--- src/rtl/spi_reg_pkg.sv ---
// Shared types and helpers for the SPI register-access initiator: FSM states, width codes, header layout.
package spi_reg_pkg;

    typedef enum logic [2:0] {
        ST_IDLE,
        ST_CS_SETUP,
        ST_HEADER,
        ST_GAP,
        ST_DATA,
        ST_CS_HOLD,
        ST_DONE
    } state_t;

    typedef enum logic [1:0] {
        W8   = 2'b00,
        W16  = 2'b01,
        W32  = 2'b10,
        WRSV = 2'b11
    } width_t;

    localparam int HDR_W         = 16;
    localparam int HDR_RW_POS    = 15;
    localparam int HDR_WIDTH_LSB = 8;
    localparam int HDR_ADDR_LSB  = 0;
    localparam int HDR_ADDR_W    = 6;
    localparam int BITCNT_W      = 6;

    // The reserved code behaves exactly like a 32-bit access, header included.
    function automatic width_t norm_width(input logic [1:0] w);
        return (w == WRSV) ? W32 : width_t'(w);
    endfunction

    function automatic logic [BITCNT_W-1:0] width_bits(input width_t w);
        case (w)
            W8:      return 6'd8;
            W16:     return 6'd16;
            default: return 6'd32;
        endcase
    endfunction

    function automatic logic [HDR_W-1:0] build_hdr(input logic rw, input width_t w,
                                                   input logic [HDR_ADDR_W-1:0] addr);
        logic [HDR_W-1:0] h;
        h = '0;
        h[HDR_RW_POS] = rw;
        h[HDR_WIDTH_LSB +: 2] = w;
        h[HDR_ADDR_LSB +: HDR_ADDR_W] = addr;
        return h;
    endfunction

endpackage

--- src/rtl/spi_reg_initiator_if.sv ---
// Command/response handshake plus SPI pins of the register-access initiator.
// master = initiator side, slave = command source / SPI responder side.
interface spi_reg_initiator_if #(
    parameter int ADDR_W = 6,
    parameter int REG_W  = 32
);
    logic              cmd_valid;
    logic              cmd_ready;
    logic              cmd_rw;
    logic [1:0]        cmd_width;
    logic [ADDR_W-1:0] cmd_addr;
    logic [REG_W-1:0]  cmd_wdata;
    logic              rsp_valid;
    logic [REG_W-1:0]  rsp_rdata;
    logic              busy;
    logic              spi_cs_n;
    logic              spi_clk;
    logic              spi_mosi;
    logic              spi_miso;

    modport master (
        input  cmd_valid, cmd_rw, cmd_width, cmd_addr, cmd_wdata, spi_miso,
        output cmd_ready, rsp_valid, rsp_rdata, busy, spi_cs_n, spi_clk, spi_mosi
    );

    modport slave (
        output cmd_valid, cmd_rw, cmd_width, cmd_addr, cmd_wdata, spi_miso,
        input  cmd_ready, rsp_valid, rsp_rdata, busy, spi_cs_n, spi_clk, spi_mosi
    );
endinterface

--- src/rtl/spi_clk_gen.sv ---
// SPI clock divider: CLK_DIV clk cycles per half-period, strobes on the last cycle of each half.
// Latency: sclk follows a strobe by one clk; held in reset (phase high, sclk low) while en is low.
// Backpressure: none; the FSM gates it via en, and gate masks sclk outside bit phases.
module spi_clk_gen #(
    parameter int CLK_DIV = 4
) (
    input  logic clk,
    input  logic rst,
    input  logic en,
    input  logic gate,
    output logic rise_stb,
    output logic fall_stb,
    output logic sclk
);
    localparam int CNT_W = (CLK_DIV > 1) ? $clog2(CLK_DIV) : 1;

    logic [CNT_W-1:0] cnt;
    logic             phase;
    logic             last;

    // phase starts high so the chip-select setup half behaves like a virtual high phase:
    // its end is a fall strobe that launches the first bit.
    assign last     = (cnt == CNT_W'(CLK_DIV - 1));
    assign rise_stb = en && last && !phase;
    assign fall_stb = en && last && phase;

    always_ff @(posedge clk) begin
        if (rst || !en) begin
            cnt   <= '0;
            phase <= 1'b1;
            sclk  <= 1'b0;
        end else if (last) begin
            cnt   <= '0;
            phase <= !phase;
            sclk  <= !phase && gate;
        end else begin
            cnt <= cnt + 1'b1;
        end
    end
endmodule

--- src/rtl/spi_reg_initiator.sv ---
// SPI mode-0 register-access initiator: one command -> {16b header, [gap], 8/16/32b data} frame.
// Latency: CLK_DIV*(2*(16+gap+bits)+2)+1 clk from acceptance to rsp_valid (gap=0 for writes).
// Backpressure: cmd_ready only in IDLE; one frame in flight. Option macro: SPI_MISO_SYNC_EN.
module spi_reg_initiator
    import spi_reg_pkg::*;
#(
    parameter int CLK_DIV  = 4,
    parameter int ADDR_W   = 6,
    parameter int REG_W    = 32,
    parameter int READ_GAP = 8
) (
    input  logic                clk,
    input  logic                rst,
    spi_reg_initiator_if.master bus
);

    state_t               state, state_nxt;
    logic [HDR_W-1:0]     hdr_sr;
    logic [REG_W-1:0]     data_sr;
    logic [BITCNT_W-1:0]  bit_cnt;
    logic [BITCNT_W-1:0]  lat_bits;
    logic                 lat_rw;
    logic                 cs_n_q;
    logic                 mosi_q;
    logic [REG_W-1:0]     rdata_q;

    logic                 rise_stb, fall_stb, sclk;
    logic                 clk_en, clk_gate;
    logic                 miso_smp, smp_stb;
    logic                 accept;
    logic                 hdr_last, gap_last, data_last;
    width_t               acc_width;
    logic [BITCNT_W-1:0]  acc_bits;

    assign acc_width = norm_width(bus.cmd_width);
    assign acc_bits  = width_bits(acc_width);
    assign accept    = (state == ST_IDLE) && bus.cmd_valid;
    assign hdr_last  = (bit_cnt == BITCNT_W'(HDR_W - 1));
    assign gap_last  = (bit_cnt == BITCNT_W'(READ_GAP - 1));
    assign data_last = (bit_cnt == lat_bits - 1'b1);

`ifdef SPI_MISO_SYNC_EN
    logic [1:0] miso_sync;

    if (CLK_DIV < 3) begin : g_div_chk
        $error("spi_reg_initiator: CLK_DIV must be >= 3 with the MISO synchronizer");
    end

    always_ff @(posedge clk) begin
        if (rst) miso_sync <= 2'b00;
        else     miso_sync <= {miso_sync[0], bus.spi_miso};
    end

    // Synchronized MISO lags two clk, so sample at the very end of the high phase.
    assign miso_smp = miso_sync[1];
    assign smp_stb  = fall_stb;
`else
    if (CLK_DIV < 2) begin : g_div_chk
        $error("spi_reg_initiator: CLK_DIV must be >= 2");
    end

    assign miso_smp = bus.spi_miso;
    assign smp_stb  = rise_stb;
`endif

    spi_clk_gen #(.CLK_DIV(CLK_DIV)) u_clk_gen (
        .clk      (clk),
        .rst      (rst),
        .en       (clk_en),
        .gate     (clk_gate),
        .rise_stb (rise_stb),
        .fall_stb (fall_stb),
        .sclk     (sclk)
    );

    always_ff @(posedge clk) begin
        if (rst) state <= ST_IDLE;
        else     state <= state_nxt;
    end

    always_comb begin
        state_nxt     = state;
        clk_en        = 1'b0;
        clk_gate      = 1'b0;
        bus.cmd_ready = 1'b0;
        bus.busy      = 1'b1;
        bus.rsp_valid = 1'b0;
        case (state)
            ST_IDLE: begin
                bus.cmd_ready = 1'b1;
                bus.busy      = 1'b0;
                if (bus.cmd_valid) state_nxt = ST_CS_SETUP;
            end
            ST_CS_SETUP: begin
                clk_en = 1'b1;
                if (fall_stb) state_nxt = ST_HEADER;
            end
            ST_HEADER: begin
                clk_en   = 1'b1;
                clk_gate = 1'b1;
                if (fall_stb && hdr_last)
                    state_nxt = (lat_rw || READ_GAP == 0) ? ST_DATA : ST_GAP;
            end
            ST_GAP: begin
                clk_en   = 1'b1;
                clk_gate = 1'b1;
                if (fall_stb && gap_last) state_nxt = ST_DATA;
            end
            ST_DATA: begin
                clk_en   = 1'b1;
                clk_gate = 1'b1;
                if (fall_stb && data_last) state_nxt = ST_CS_HOLD;
            end
            ST_CS_HOLD: begin
                clk_en = 1'b1;
                if (rise_stb) state_nxt = ST_DONE;
            end
            ST_DONE: begin
                bus.rsp_valid = 1'b1;
                state_nxt     = ST_IDLE;
            end
            default: state_nxt = ST_IDLE;
        endcase
    end

    // Write data is stored MSB-aligned so the next bit is always data_sr[REG_W-1];
    // read data shifts in at the LSB from a cleared register, which zero-extends it.
    always_ff @(posedge clk) begin
        if (rst) begin
            cs_n_q   <= 1'b1;
            mosi_q   <= 1'b0;
            hdr_sr   <= '0;
            data_sr  <= '0;
            bit_cnt  <= '0;
            lat_bits <= 6'd8;
            lat_rw   <= 1'b0;
            rdata_q  <= '0;
        end else begin
            cs_n_q <= (state_nxt == ST_IDLE) || (state_nxt == ST_DONE);
            case (state)
                ST_IDLE: begin
                    if (accept) begin
                        lat_rw   <= bus.cmd_rw;
                        lat_bits <= acc_bits;
                        hdr_sr   <= build_hdr(bus.cmd_rw, acc_width, HDR_ADDR_W'(bus.cmd_addr));
                        data_sr  <= bus.cmd_rw ? (bus.cmd_wdata << (REG_W - int'(acc_bits))) : '0;
                        bit_cnt  <= '0;
                        mosi_q   <= 1'b0;
                    end
                end
                ST_CS_SETUP: begin
                    if (fall_stb) mosi_q <= hdr_sr[HDR_W-1];
                end
                ST_HEADER: begin
                    if (fall_stb) begin
                        if (hdr_last) begin
                            bit_cnt <= '0;
                            mosi_q  <= lat_rw ? data_sr[REG_W-1] : 1'b0;
                        end else begin
                            bit_cnt <= bit_cnt + 1'b1;
                            hdr_sr  <= hdr_sr << 1;
                            mosi_q  <= hdr_sr[HDR_W-2];
                        end
                    end
                end
                ST_GAP: begin
                    if (fall_stb) bit_cnt <= gap_last ? '0 : bit_cnt + 1'b1;
                end
                ST_DATA: begin
                    if (fall_stb) begin
                        if (data_last) begin
                            bit_cnt <= '0;
                            mosi_q  <= 1'b0;
                        end else begin
                            bit_cnt <= bit_cnt + 1'b1;
                            if (lat_rw) begin
                                data_sr <= data_sr << 1;
                                mosi_q  <= data_sr[REG_W-2];
                            end
                        end
                    end
                    if (!lat_rw && smp_stb) data_sr <= {data_sr[REG_W-2:0], miso_smp};
                end
                ST_CS_HOLD: begin
                    if (rise_stb) rdata_q <= lat_rw ? '0 : data_sr;
                end
                default: ;
            endcase
        end
    end

    assign bus.spi_cs_n  = cs_n_q;
    assign bus.spi_clk   = sclk;
    assign bus.spi_mosi  = mosi_q;
    assign bus.rsp_rdata = rdata_q;

endmodule
--- src/flat_wrapper.sv ---
// flat-port wrapper written by rule: the top's interface ports become plain ports
module spi_reg_initiator_flat import spi_reg_pkg::*;
#(
    parameter int CLK_DIV  = 4,
    parameter int ADDR_W   = 6,
    parameter int REG_W    = 32,
    parameter int READ_GAP = 8
)
  (clk, rst, bus_cmd_valid, bus_cmd_rw, bus_cmd_width, bus_cmd_addr, bus_cmd_wdata, bus_spi_miso, bus_cmd_ready, bus_rsp_valid, bus_rsp_rdata, bus_busy, bus_spi_cs_n, bus_spi_clk, bus_spi_mosi);
  spi_reg_initiator_if #(.ADDR_W(ADDR_W), .REG_W(REG_W)) bus_i ();
  input  logic clk;
  input  logic rst;
  input wire logic [$bits(bus_i.cmd_valid)-1:0] bus_cmd_valid;
  input wire logic [$bits(bus_i.cmd_rw)-1:0] bus_cmd_rw;
  input wire logic [$bits(bus_i.cmd_width)-1:0] bus_cmd_width;
  input wire logic [$bits(bus_i.cmd_addr)-1:0] bus_cmd_addr;
  input wire logic [$bits(bus_i.cmd_wdata)-1:0] bus_cmd_wdata;
  input wire logic [$bits(bus_i.spi_miso)-1:0] bus_spi_miso;
  output wire logic [$bits(bus_i.cmd_ready)-1:0] bus_cmd_ready;
  output wire logic [$bits(bus_i.rsp_valid)-1:0] bus_rsp_valid;
  output wire logic [$bits(bus_i.rsp_rdata)-1:0] bus_rsp_rdata;
  output wire logic [$bits(bus_i.busy)-1:0] bus_busy;
  output wire logic [$bits(bus_i.spi_cs_n)-1:0] bus_spi_cs_n;
  output wire logic [$bits(bus_i.spi_clk)-1:0] bus_spi_clk;
  output wire logic [$bits(bus_i.spi_mosi)-1:0] bus_spi_mosi;
  assign bus_i.cmd_valid = bus_cmd_valid;
  assign bus_i.cmd_rw = bus_cmd_rw;
  assign bus_i.cmd_width = bus_cmd_width;
  assign bus_i.cmd_addr = bus_cmd_addr;
  assign bus_i.cmd_wdata = bus_cmd_wdata;
  assign bus_i.spi_miso = bus_spi_miso;
  assign bus_cmd_ready = bus_i.cmd_ready;
  assign bus_rsp_valid = bus_i.rsp_valid;
  assign bus_rsp_rdata = bus_i.rsp_rdata;
  assign bus_busy = bus_i.busy;
  assign bus_spi_cs_n = bus_i.spi_cs_n;
  assign bus_spi_clk = bus_i.spi_clk;
  assign bus_spi_mosi = bus_i.spi_mosi;
  spi_reg_initiator #(.CLK_DIV(CLK_DIV), .ADDR_W(ADDR_W), .REG_W(REG_W), .READ_GAP(READ_GAP)) u_core (.clk(clk), .rst(rst), .bus(bus_i));
endmodule
--- config.mk ---
export PLATFORM = sky130hd
export DESIGN_NAME = spi_reg_initiator_flat
export DESIGN_NICKNAME = d
export VERILOG_FILES = /design/src/rtl/spi_reg_pkg.sv /design/src/rtl/spi_reg_initiator_if.sv /design/src/rtl/spi_clk_gen.sv /design/src/rtl/spi_reg_initiator.sv /design/src/flat_wrapper.sv
export SDC_FILE = /design/constraint.sdc
export NUM_CORES = 1
export LEC_CHECK = 0
export CAP_MARGIN = 20
export CORE_MARGIN = 2
export CORE_UTILIZATION = 54
export CTS_BUF_LIST = sky130_fd_sc_hd__clkbuf_8
export DETAILED_ROUTE_END_ITERATION = 8
export PLACE_DENSITY = 0.84
export REMOVE_ABC_BUFFERS = 1
export SLEW_MARGIN = 25
export SYNTH_ARGS = -nofsm -noshare
export SYNTH_HDL_FRONTEND = slang
export SYNTH_SLANG_ARGS = --single-unit
--- constraint.sdc ---
create_clock -name clk -period 2.55 [get_ports clk]
set_input_delay 0.51 -clock clk [delete_from_list [all_inputs] [get_ports clk]]
set_output_delay 0.51 -clock clk [all_outputs]
set_load 0.005 [all_outputs]
; Yosys cells after proc, flatten, opt, wreduce, memory -nomap -nowiden
; Cells that the tools add are included.
[word_totals]
memories = 0
in_bits = 45
latch_bits = 0
romBits = 0
register_bits = 102
output_inout_bits = 38
elab_cells = 114
mem_bits_rw = 0
[classes]
shift = 1
n_eq_ne = 23
n_mux = 44
n_bitwise = 0
n_div = 0
n_reduce_logical = 30
addsub = 4
mul = 0
order_cmp = 0
[op_table]
columns = op, n
row1 = two-way mux 32 bit, 7
row2 = one-hot mux 32 bit (2 select lines), 1
row3 = two-way mux 16 bit, 3
row4 = two-way mux 6 bit, 7
row5 = one-hot mux 16 bit (2 select lines), 1
row6 = left shift 32 x 32 -> 32 bit, 1
row7 = one-hot mux 6 bit (4 select lines), 1
row8 = two-way mux 3 bit, 7
row9 = one-hot mux 3 bit (6 select lines), 1
row10 = two-way mux 1 bit, 13
row11 = "equality test 3 bit, second input constant", 4
row12 = one-hot mux 6 bit (2 select lines), 1
row13 = "inequality test 2 x 1 -> 1 bit, second input constant", 5
row14 = AND reduction 5 bit, 2
row15 = logical AND 1 bit, 9
row16 = "inequality test 3 x 1 -> 1 bit, second input constant", 3
row17 = nonzero test 4 bit, 2
row18 = "subtractor 6 x 6 -> 7 bit, first input constant", 1
row19 = "adder 6 x 1 -> 6 bit, second input constant", 1
row20 = "equality test 3 x 2 -> 1 bit, second input constant", 2
row21 = "equality test 6 x 3 -> 1 bit, second input constant", 1
row22 = "equality test 6 x 4 -> 1 bit, second input constant", 1
row23 = equality test 6 bit, 1
row24 = logical NOT 3 bit, 2
row25 = 19 further kinds, 25

; Longest topological paths before layout
[depth]
word_depth = 10
ltp_mapped = 9
ltp_nobuf = 7

; Hierarchy
; Synthesis repeated with hierarchy kept, for this count alone.
[hier_totals]
cells_unflattened = 566
area_unflattened_um2 = 4715.8
[modules_own_cells]
columns = module, area_each_um2, n_inst, cells_per_inst, seq_area_each_um2
row1 = spi_reg_initiator, 4555.6, 1, 550, 1901.8
row2 = spi_clk_gen, 160.2, 1, 16, 80.1

; Worst setup path after synthesis
; OpenSTA, ideal clock, no wires.
[synth_path]
path_type = reg-to-reg
start = reg u_core.lat_bits[3]
end = reg u_core.data_sr[15]
setup_slack_ns = 0.650
setup_time_ns = 0.132
path_stages_with_launch = 10
n_path_buf = 2
t_required_ns = 2.418
arrival_time_ns = 1.768
synth_period_minus_slack_ns = 1.900
cell_sequence = dfxtp_1 > inv_1 > ha_1 > xor2_1 > and4_1 > o21a_1 > buf_2 > buf_2 > a221oi_1 > nor3_1
[synth_via]
elab_chain_cells = 4
[synth_rtl]
columns = item, line_no
row1 = from (decl), spi_reg_initiator.sv:21  ; logic [BITCNT_W-1:0] lat_bits;
row2 = from (signal assigned), spi_reg_initiator.sv:144  ; lat_bits <= acc_bits;
row3 = subtractor 6 x 1 -> 6 bit, spi_reg_initiator.sv:40  ; assign data_last = (bit_cnt == lat_bits - 1'b1);
row4 = equality test 6 bit, spi_reg_initiator.sv:40
row5 = inequality test 3 bit (no line), n/a
row6 = AND reduction 5 bit (no line), n/a
row7 = to (signal assigned), spi_reg_initiator.sv:146  ; data_sr <= bus.cmd_rw ? (bus.cmd_wdata << (REG_W - int'(acc_bits))) : '0;
row8 = to (signal assigned), spi_reg_initiator.sv:177  ; data_sr <= data_sr << 1;
row9 = to (signal assigned), spi_reg_initiator.sv:182  ; if (!lat_rw && smp_stb) data_sr <= {data_sr[REG_W-2:0], miso_smp};
row10 = to (decl), spi_reg_initiator.sv:19  ; logic [REG_W-1:0] data_sr;
; Every way passes these cells.
; A chain may end at the register's enable or synchronous reset.

; Worst setup path in the final report
[layout_path]
start = reg u_core.state[1]
end = out bus_busy
[layout_via]
elab_chain_cells = 2
[layout_rtl]
columns = item, line_no
row1 = from (decl), spi_reg_initiator.sv:17  ; state_t state, state_nxt;
row2 = from (signal assigned), spi_reg_initiator.sv:78  ; else state <= state_nxt;
row3 = logical NOT 3 bit, spi_reg_initiator.sv:88  ; case (state)
row4 = two-way mux 1 bit, spi_reg_initiator.sv:88
row5 = to (decl), flat_wrapper.sv:22  ; output wire logic [$bits(bus_i.busy)-1:0] bus_busy;
; Every way passes these cells.

==> impl_metrics.tcl <==
set metrics [dict create \
    port_buffers 82 \
    yosysWarnings 0 \
    cts_buffers 9 \
    ys_types 54 \
    synth-seq-cells 99 \
    grt_setup_unrepaired "false" \
    power.internal_mw 2.333 \
    ff2ff_setup_slack_ns 0.35 \
    hold_depth 1 \
    netlist_instances 542 \
    cp-start-kind "register" \
    grt_usage 0.2671 \
    maxUsedRoutingLayer "met4" \
    htreeDepth 3 \
    fin_nets 656 \
    p_per_area_nw_per_um2 561.3 \
    via_count 4375 \
    p_switching_mw 0.8699 \
    worst_hold_slack_ns 0.4529 \
    min_to "u_core.u_clk_gen.cnt[0]" \
    fp.dieW_um 96.08 \
    diodes 0 \
    crit_arrival_ns 1.89 \
    required_ns 2.04 \
    core.rowCount 33 \
    critPathKind "register to primary output" \
    seq_area_frac_synth 0.4329 \
    max_cap_viol_count 0 \
    netSwitchingFraction 0.2716 \
    vdd_drop_max_uv 336.0 \
    grt_start_max_net_pins 64 \
    ctsRootBufferMaster "clkbuf_8" \
    r2r-end "u_core.data_sr[7]" \
    hold_path_class "register to register" \
    postCtsSetupBuffers 0 \
    drive_above_1_share 0.08157 \
    nFillCells 629 \
    tightest_slew_ns 0.5638 \
    area_growth_pct 24.65 \
    finalHoldViolCount 0 \
    final_common_cell "dfxtp_1" \
    drt_pass1_iterations 4 \
    status "complete, no violations" \
    skew_ns 0.006515 \
    antenna_found_initial 0 \
    cts.sinks 99 \
    placed_area_um2 5497 \
    end_kind "primary output" \
    fin_crit_sh 0.9415 \
    ys.flop_type "dfxtp_1" \
    via_per_inst 6.093 \
    pwr-share-seq 0.525 \
    place_congestion 0.8961 \
    cts.reportedPaths.clkPinSlew_ns 0.10 \
    wl_met3_um 979 \
    grt_pass1_vias 4044 \
    p_comb_frac 0.141 \
    initial_core_util 0.5572 \
    relSlewSlack 0.6202 \
    grt_pass1_wl_um 19300 \
    wire_per_inst_um 16.69 \
    ios 83 \
    core_region_area_um2 8217 \
    overflow 0 \
    clock_path_buffers 2 \
    cellLeakagePower_nw 2.030 \
    routed_wl_um 11980 \
    rr_startpoint "u_core.u_clk_gen.cnt[0]" \
    setup-violations-final 0 \
    drv_slew 0 \
    stdcell_area_um2 5707 \
    hold_start "u_core.u_clk_gen.cnt[0]" \
    drc 0 \
    die-area_um2 9230 \
    first_iter_violations 275 \
    worstSkewPairLatency_ns 0.36 \
    period_needed_ns 2.401 \
    r2r_cells 7 \
    layout_common_cells "dfxtp_1 (99), clkdlybuf4s50_1 (81), nand2_1 (68)" \
    dp_hpwl_um 8177 \
    crit_fanout 15 \
    routed-wl-met2_um 5626 \
    synth_edf_count 0 \
    wl_met1_um 5185 \
    ant_nets 0 \
    netlist_area_um2 4578 \
    clkPwrFrac 0.334 \
    cts_tree "yes" \
    ys_async_sr_fraction 0 \
    fp.dieH_um 96.08 \
    avgSynthCellArea_um2 8.447 \
    tns_ns 0 \
    clock.fmax_mhz 416.5 \
]
Yosys cell counts (all sizes together), types with 2 or more instances:
cell type  number  share of area
dfxtp          99           0.43
nand2          69          0.060
nor2           53          0.044
a22oi          40          0.066
clkbuf         35          0.029
a21oi          29          0.032
nor3           28          0.031
nor2b          25          0.034
a221oi         23          0.044
o21ai          17          0.019
buf            16          0.024
nand3          14          0.015
a21o           11          0.018
mux2i          10          0.022
a311oi          8          0.017
inv             8         0.0066
nor3b           6         0.0098
xor2            4         0.0077
a31oi           3         0.0041
and2            3         0.0041
and3            3         0.0041
ha              3         0.0082
nand2b          3         0.0041
o211ai          3         0.0049
a211o           2         0.0038
a211oi          2         0.0044
nand4           2         0.0027
nand4b          2         0.0038
nor4b           2         0.0052
o2111ai         2         0.0038
o211a           2         0.0044
or3b            2         0.0038
xnor2           2         0.0038
layout make-up:
type                    instances  area (um^2)  share of cell area
flip-flops and latches         99         1982              0.3473
multi-input cells             384         2333              0.4089
well taps                     105        131.4             0.02302
clock buffers                  10        137.6             0.02412
clock inverters                 6        71.32             0.01250
inverters                       8        30.03            0.005262
repair buffers                106         1021              0.1789
worst max-delay path by stage:
stage / start / endpoint / slack, ns / cells after the start
global placement: bus_cmd_width[1] / u_core.data_sr[23] / 0.21 / 5
floorplan: u_core.state[2] / u_core.data_sr[10] / -1.66 / 5
global route: u_core.state[1] / bus_busy / 0.007 / 3
detailed placement: bus_cmd_width[1] / u_core.data_sr[19] / 0.14 / 5
finish: u_core.state[1] / bus_busy / 0.15 / 3
CTS: u_core.state[1] / bus_busy / 0.15 / 3
timing repair:
action	in CTS	in global routing
setup endpoints to repair	0	7
hold buffers	0	0
resized for setup	0	1
per-stage QoR:
stage	std cells	total power, mW	worst slack [ns]	util
after CTS	718	3.209	0.1523	0.6944
after floorplan	491	1.934	-1.663	-
after detailed placement	702	2.160	0.1438	0.6690
final	718	3.203	0.1492	0.6945
after global routing	718	3.331	0.006502	0.6945
after global placement	702	2.145	0.2052	0.6690
registers in the layout, indices dropped and copies added, names as in the netlist:
| register | count |
|---|---|
| u_core.lat_bits | 3 |
| u_core.hdr_sr | 16 |
| u_core.state | 3 |
| u_core.data_sr | 32 |
| u_core.u_clk_gen.phase | 1 |
| u_core.bus.spi_mosi | 1 |
| u_core.bus.rsp_rdata | 32 |
| u_core.lat_rw | 1 |
| u_core.bus.spi_cs_n | 1 |
| u_core.u_clk_gen.cnt | 2 |
| u_core.bit_cnt | 6 |
| u_core.u_clk_gen.sclk | 1 |
power by group through the flow:
stage	clock network [mW]	logic (mW)	registers (mW)
2_1_floorplan	0	0.238	1.70
3_3_place_gp	0	0.433	1.71
3_5_place_dp	0	0.446	1.71
4_1_cts	1.08	0.449	1.68
5_1_grt	1.15	0.495	1.69
6_report	1.07	0.452	1.68
worst max-delay path, stage by stage, from the launching register on:
cell and delay, ns:
dfxtp_1 0.64, nor2_1 0.17, nand2_1 0.19, clkdlybuf4s50_1 0.53
routing by layer:
| metal | vias up | track usage |
|---|---|---|
| li1 | 2081 | - |
| met1 | 2080 | 0.3481 |
| met2 | 195 | 0.4340 |
| met3 | 19 | 0.06891 |
| met4 | 0 | 0.08214 |
| met5 | - | 0 |
kinds of logic after synthesis:
| group | after synthesis | synth area share |
|---|---|---|
| adder cells (fa/ha/maj) | 3 | 0.008200 |
| XOR/XNOR | 7 | 0.01640 |
| AND/OR/NAND/NOR | 218 | 0.2337 |
| buffers and inverters | 59 | 0.06013 |
| multiplexers | 10 | 0.02186 |
| flip-flops | 99 | 0.4329 |
| AO/OA/AOI/OAI | 146 | 0.2268 |
No activity file was read; power rests on OpenSTA's default activity.
